File: config.mk
export PLATFORM = sky130hd
export DESIGN_NAME = fetch_unit
export DESIGN_NICKNAME = d
export VERILOG_FILES = /design/src/rtl/fetch_pkg.sv /design/src/rtl/if_id_register.sv /design/src/rtl/fetch_unit.sv
export SDC_FILE = /design/constraint.sdc
export NUM_CORES = 1
export LEC_CHECK = 0
export ABC_CLOCK_PERIOD_IN_PS = 3900
export CAP_MARGIN = 20
export CORE_MARGIN = 4
export CORE_UTILIZATION = 54
export CTS_BUF_LIST = sky130_fd_sc_hd__clkbuf_16
export CTS_CLUSTER_DIAMETER = 120
export CTS_CLUSTER_SIZE = 40
export DETAILED_ROUTE_END_ITERATION = 12
export GPL_TIMING_DRIVEN = 0
export PLACE_DENSITY = 0.88
export SYNTH_ARGS = -nofsm -noshare
export SYNTH_HDL_FRONTEND = slang
export SYNTH_SLANG_ARGS = --single-unit
File: constraint.sdc
create_clock -name clk -period 3.9 [get_ports clk]
set_input_delay 0.585 -clock clk [delete_from_list [all_inputs] [get_ports clk]]
set_output_delay 0.585 -clock clk [all_outputs]
set_load 0.05 [all_outputs]
File: src/rtl/fetch_pkg.sv
// Shared definitions for the instruction-fetch stage.
// Fetch FSM states, the canonical NOP and the default reset PC.
package fetch_pkg;

  localparam logic [31:0] NOP_INSTR        = 32'h0000_0013;
  localparam logic [31:0] DEFAULT_RESET_PC = 32'h0000_0000;

  typedef enum logic [1:0] {
    FETCH,
    HOLD,
    DROP
  } fetch_state_t;

endpackage

File: src/rtl/if_id_register.sv
// IF/ID pipeline register between fetch and decode.
// Priority: flush, then stall, then load, otherwise bubble.
module if_id_register
  import fetch_pkg::*;
#(
  parameter int XLEN = 32
) (
  input  logic            clk,
  input  logic            reset,
  input  logic            flush,
  input  logic            stall,
  input  logic            load,
  input  logic [31:0]     instr,
  input  logic [XLEN-1:0] pc,
  output logic [31:0]     instr_d,
  output logic [XLEN-1:0] pc_d,
  output logic [XLEN-1:0] pc_plus4_d,
  output logic            valid_d
);

  // Stage register update with flush > stall > load > bubble.
  always_ff @(posedge clk) begin
    if (reset || flush) begin
      instr_d    <= NOP_INSTR;
      pc_d       <= '0;
      pc_plus4_d <= '0;
      valid_d    <= 1'b0;
    end else if (!stall) begin
      if (load) begin
        instr_d    <= instr;
        pc_d       <= pc;
        pc_plus4_d <= pc + XLEN'(4);
        valid_d    <= 1'b1;
      end else begin
        instr_d    <= NOP_INSTR;
        pc_d       <= '0;
        pc_plus4_d <= '0;
        valid_d    <= 1'b0;
      end
    end
  end

endmodule

File: src/rtl/fetch_unit.sv
// Instruction-fetch stage: PC, imem handshake and IF/ID.
// DROP keeps a stale request stable until its response returns.
module fetch_unit
  import fetch_pkg::*;
#(
  parameter int          XLEN     = 32,
  parameter logic [XLEN-1:0] RESET_PC = DEFAULT_RESET_PC
) (
  input  logic            clk,
  input  logic            reset,
  input  logic            StallD,
  input  logic            FlushD,
  input  logic            PCSrcE,
  input  logic [XLEN-1:0] PCTargetE,
  output logic            imem_req,
  output logic [XLEN-1:0] imem_addr,
  input  logic            imem_ready,
  input  logic [31:0]     imem_rdata,
  output logic [31:0]     InstrD,
  output logic [XLEN-1:0] PCD,
  output logic [XLEN-1:0] PCPlus4D,
  output logic            ValidD
);

  fetch_state_t    state_q, state_d;
  logic [XLEN-1:0] pcf_q, pcf_d;
  logic [XLEN-1:0] drop_q, drop_d;
  logic [31:0]     hold_q, hold_d;
  logic            deliver;
  logic [31:0]     deliver_instr;

  // FSM state, PC and buffers.
  always_ff @(posedge clk) begin
    if (reset) begin
      state_q <= FETCH;
      pcf_q   <= RESET_PC;
      drop_q  <= '0;
      hold_q  <= '0;
    end else begin
      state_q <= state_d;
      pcf_q   <= pcf_d;
      drop_q  <= drop_d;
      hold_q  <= hold_d;
    end
  end

  // Next-state, PC update and memory request generation.
  always_comb begin
    state_d       = state_q;
    pcf_d         = pcf_q;
    drop_d        = drop_q;
    hold_d        = hold_q;
    deliver       = 1'b0;
    deliver_instr = hold_q;
    imem_req      = 1'b1;
    imem_addr     = pcf_q;
    unique case (state_q)
      FETCH: begin
        if (PCSrcE) begin
          pcf_d = PCTargetE;
          if (!imem_ready) begin
            drop_d  = pcf_q;
            state_d = DROP;
          end
        end else if (imem_ready) begin
          if (!StallD && !FlushD) begin
            deliver       = 1'b1;
            deliver_instr = imem_rdata;
            pcf_d         = pcf_q + XLEN'(4);
          end else begin
            hold_d  = imem_rdata;
            state_d = HOLD;
          end
        end
      end
      HOLD: begin
        imem_req = 1'b0;
        if (PCSrcE) begin
          pcf_d   = PCTargetE;
          state_d = FETCH;
        end else if (!StallD && !FlushD) begin
          deliver = 1'b1;
          pcf_d   = pcf_q + XLEN'(4);
          state_d = FETCH;
        end
      end
      DROP: begin
        imem_addr = drop_q;
        if (PCSrcE) pcf_d = PCTargetE;
        if (imem_ready) state_d = FETCH;
      end
      default: state_d = FETCH;
    endcase
  end

  if_id_register #(.XLEN(XLEN)) u_if_id (
    .clk        (clk),
    .reset      (reset),
    .flush      (FlushD),
    .stall      (StallD),
    .load       (deliver),
    .instr      (deliver_instr),
    .pc         (pcf_q),
    .instr_d    (InstrD),
    .pc_d       (PCD),
    .pc_plus4_d (PCPlus4D),
    .valid_d    (ValidD)
  );

endmodule

==> results of run 1 <==
cells by family (layout without fill, tap and decap cells):
| group | count (synthesis) | in the layout |
|---|---|---|
| compound gates | 265 | 265 |
| mux | 62 | 62 |
| fa+ha+maj | 1 | 1 |
| xor+xnor | 28 | 28 |
| flops | 193 | 193 |
| buf+inv | 111 | 341 |
| simple gates | 365 | 365 |
repair_timing:
item | 4_1_cts | 5_1_grt
pin swaps | 0 | 0
endpoints found under the setup margin | 5 | 8
hold buffers | 0 | 0
resized for setup | 4 | 3
sequential cells by signal, summed over array words and instances, names as in the netlist:
register,cells
drop_q,32
hold_q,32
pcf_q,32
u_if_id.instr_d,32
u_if_id.pc_plus4_d,32
u_if_id.pc_d,30
state_q,2
u_if_id.valid_d,1
layout by cell type, fill, tap and decap left out, types with 5 or more instances in the layout:
| master | Yosys | routed |
|---|---|---|
| inv_1 | 8 | 9 |
| a22oi_1 | 72 | 72 |
| buf_2 | 3 | 5 |
| nand2_1 | 185 | 185 |
| nand2b_1 | 5 | 5 |
| mux2_2 | 60 | 60 |
| a32o_1 | 6 | 6 |
| o31ai_1 | 8 | 8 |
| a21oi_1 | 88 | 88 |
| or3_1 | 5 | 5 |
| clkbuf_8 | 5 | 5 |
| nor2_1 | 97 | 97 |
| nand4_1 | 11 | 11 |
| dfxtp_1 | 193 | 193 |
| and3_1 | 6 | 6 |
| nand3_1 | 17 | 17 |
| clkbuf_1 | 80 | 80 |
| xnor2_1 | 15 | 15 |
| a31oi_1 | 6 | 6 |
| clkbuf_16 | 0 | 17 |
| clkdlybuf4s50_1 | 0 | 192 |
| o21ai_0 | 50 | 50 |
| xor2_1 | 13 | 13 |
| nor3_1 | 10 | 10 |
| a22o_1 | 9 | 9 |
where the power goes:
part	internal, mW	total [mW]	switching (mW)
logic	0.242	0.638	0.396
registers	2.02	2.06	0.0372
clock network	1.00	1.77	0.769
total	3.26	4.47	1.20
final cells by class:
class | instances | area, um^2
tap | 211 | 264.0
buffer | 103 | 489.2
inverter | 8 | 30.03
sequential | 193 | 3864
clock inverter | 15 | 165.2
multi-input combinational | 721 | 4263
clock buffer | 17 | 425.4
timing repair buffer | 198 | 1978
fill | 1152 | 3949
final timing paths:
kind	start	to	slack (ns)	cells past startpoint
setup / recovery	state_q[1]	imem_addr[11]	0.11	7
hold / removal	hold_q[0]	hold_q[0]	0.45	2
setup reg to reg	pcf_q[2]	pcf_q[16]	1.12	8
hold reg to reg	hold_q[0]	hold_q[0]	0.45	2
worst max-delay path, delay by kind of cell, from the launching register on:
kind | cells | cell delay, ns
compound gates | 1 | 0.16
buf+inv | 4 | 1.81
flops | 1 | 0.37
simple gates | 2 | 0.41
layer usage:
layer | up-vias | track usage, %
met5 | - | 0
met4 | 0 | 14.76
met3 | 95 | 6.036
met2 | 449 | 48.10
met1 | 4115 | 38.42
li1 | 4015 | -
through the flow:
stage                     utilization [%]  cells  cell area (um^2)  total power, mW  hold WS, ns
after floorplan                         -   1025              8643            2.479       0.4329
after global placement              70.52   1433             10880            2.705       0.4363
final                               74.40   1466             11480            4.465       0.4530
after global routing                74.40   1466             11480            4.576       0.4750
after CTS                           74.33   1465             11470            4.454       0.4553
after detailed placement            70.52   1433             10880            2.718       0.4418
==> flow_metrics.env, run 1 <==
export IMPL_netlist_instances=1025
export IMPL_synth_cell_types=60
export IMPL_cp_slowest_cell="dlygate4sd2_1"
export IMPL_clock_fmax_mhz=264.0
export IMPL_cts_tree="done"
export IMPL_die_w_um=134.5
export IMPL_hold_viol_final=0
export IMPL_num_rows=45
export IMPL_setup_violations=0
export IMPL_critPathLaunchType="flip-flop"
export IMPL_synth_simple_gate_area_share_pct=18.95
export IMPL_drive_gt1_share_pct=9.721
export IMPL_outcome="finished, final reports clean"
export IMPL_postSynthNetCount=1096
export IMPL_grt_start_max_net_pins=17
export IMPL_layout_worst_path_cycle_share_pct=97.14
export IMPL_number_of_diodes=0
export IMPL_synthMuxAreaShare_pct=8.049
export IMPL_detailedPlacementHpwl_mm=19.83
export IMPL_required_time_of_the_worst_setup_path_ns=3.31
export IMPL_grt_antenna_before_repair=0
export IMPL_most_common_cell_type_on_the_critical_path="clkbuf_1"
export IMPL_criticalPathCategory="reg -> out"
export IMPL_syn_avg_cell_area_um2=8.432
export IMPL_ioPinCount=200
export IMPL_synth_main_ff_cell="dfxtp_1"
export IMPL_start_util_pct=56.03
export IMPL_rsz0062_at_grt="no"
export IMPL_cell_by_cell_trace_of_the_critical_path="nor2b_1 > clkbuf_1 > buf_2 > clkbuf_1 > nand2_1 > o21ai_0 > dlygate4sd2_1"
export IMPL_largest_family_of_logic_cells_by_synthesized_area="compound AO/OA/AOI/OAI gates"
export IMPL_slew_limit_headroom_pct=35.45
export IMPL_ctsRootBufferMaster="clkbuf_16"
export IMPL_post_place_ws_ns=0.2565
export IMPL_core_area_mm2=0.01543
export IMPL_postSynth_asyncResetShare_pct=0
export IMPL_synth_largest_type_area_fraction_pct=44.70
export IMPL_synth_xor_area_share_pct=2.837
export IMPL_final_setup_tns_ns=0
export IMPL_globalRoute_totalOverflow=0
export IMPL_yosys_area_share_adder_pct=0.1448
export IMPL_worst_path_max_fanout=10
export IMPL_ant_nets=0
export IMPL_wl_met2_mm=13.31
export IMPL_synth_compound_area_share_pct=19.34
export IMPL_synthTopCellsByArea="dfxtp_1 (45%), nand2_1 (8.0%), mux2_2 (7.8%)"
export IMPL_routedLengthMet1_mm=10.86
export IMPL_worst_setup_path_end_kind="output port"
export IMPL_first_pass_iters=5
export IMPL_drt_iter0_drc=1017
export IMPL_yosysWarnings=0
export IMPL_final_setup_worst_slack_ns=0.1114
export IMPL_worstHoldPathType="reg -> reg"
export IMPL_fin_crit_ns=3.789
export IMPL_max_cap_violations=0
export IMPL_dieArea_mm2=0.01809
export IMPL_tritoncts_num_buffers=17
export IMPL_totalWireLength_mm=27.87
export IMPL_postSynthRegisterBits=193
export IMPL_num_vias=8674
export IMPL_clk_pin_slew_worst_paths_ns=0.07
export IMPL_drt_vias_per_instance=5.917
export IMPL_most_common_library_cells_after_synthesis="dfxtp_1 (193), nand2_1 (185), nor2_1 (97)"
export IMPL_top_layer="met4"
export IMPL_synth_edf_count=0
export IMPL_place_congestion=0.9038
export IMPL_cts_sinks=193
export IMPL_worst_skew_pair_late_latency_ns=0.44
export IMPL_synth_area_mm2=0.008643
export IMPL_fin_worst_skew_ns=0.005825
export IMPL_timing_max_transition_violations_final=0
export IMPL_wl_per_cell_um=19.01
export IMPL_grt_first_pass_wirelength_mm=42.88
export IMPL_areaGrowthSynthToFinish_pct=32.80
export IMPL_drt_drc_violations_left=0
export IMPL_met3_wirelength_mm=2.481
export IMPL_first_global_vias=8280
export IMPL_die_y_um=134.5
export IMPL_cellLeakagePower_nw=4.062
export IMPL_ctsLongestPathBuffers=2
export IMPL_worst_slew_pin_transition_ns=0.9596
export IMPL_powerDensity_mw_per_mm2=389.0
export IMPL_synth_yosys_seq_area_share_pct=44.70
export IMPL_synth_area_leader_cell="dfxtp_1"
export IMPL_crit_arrival_ns=3.20
export IMPL_ir_worst_vdd_mv=0.3389
export IMPL_final_net_count=1313
export IMPL_synthMostInstantiatedCell="dfxtp_1"
export IMPL_cts_htree_levels=4
export IMPL_grt_util_all_layers_pct=29.87
export IMPL_postCtsSetupBuffers=0
export IMPL_max_stage_delay_ns=0.59
export IMPL_io_buffers=197
Note: power is estimated with default switching activity, not from simulation.
==> run 2: changes to the inputs <==
- CTS_CLUSTER_DIAMETER: 120 -> 50
==> results of run 2 <==
No change in the layout: final DEF, timing and power equal those of run 1.
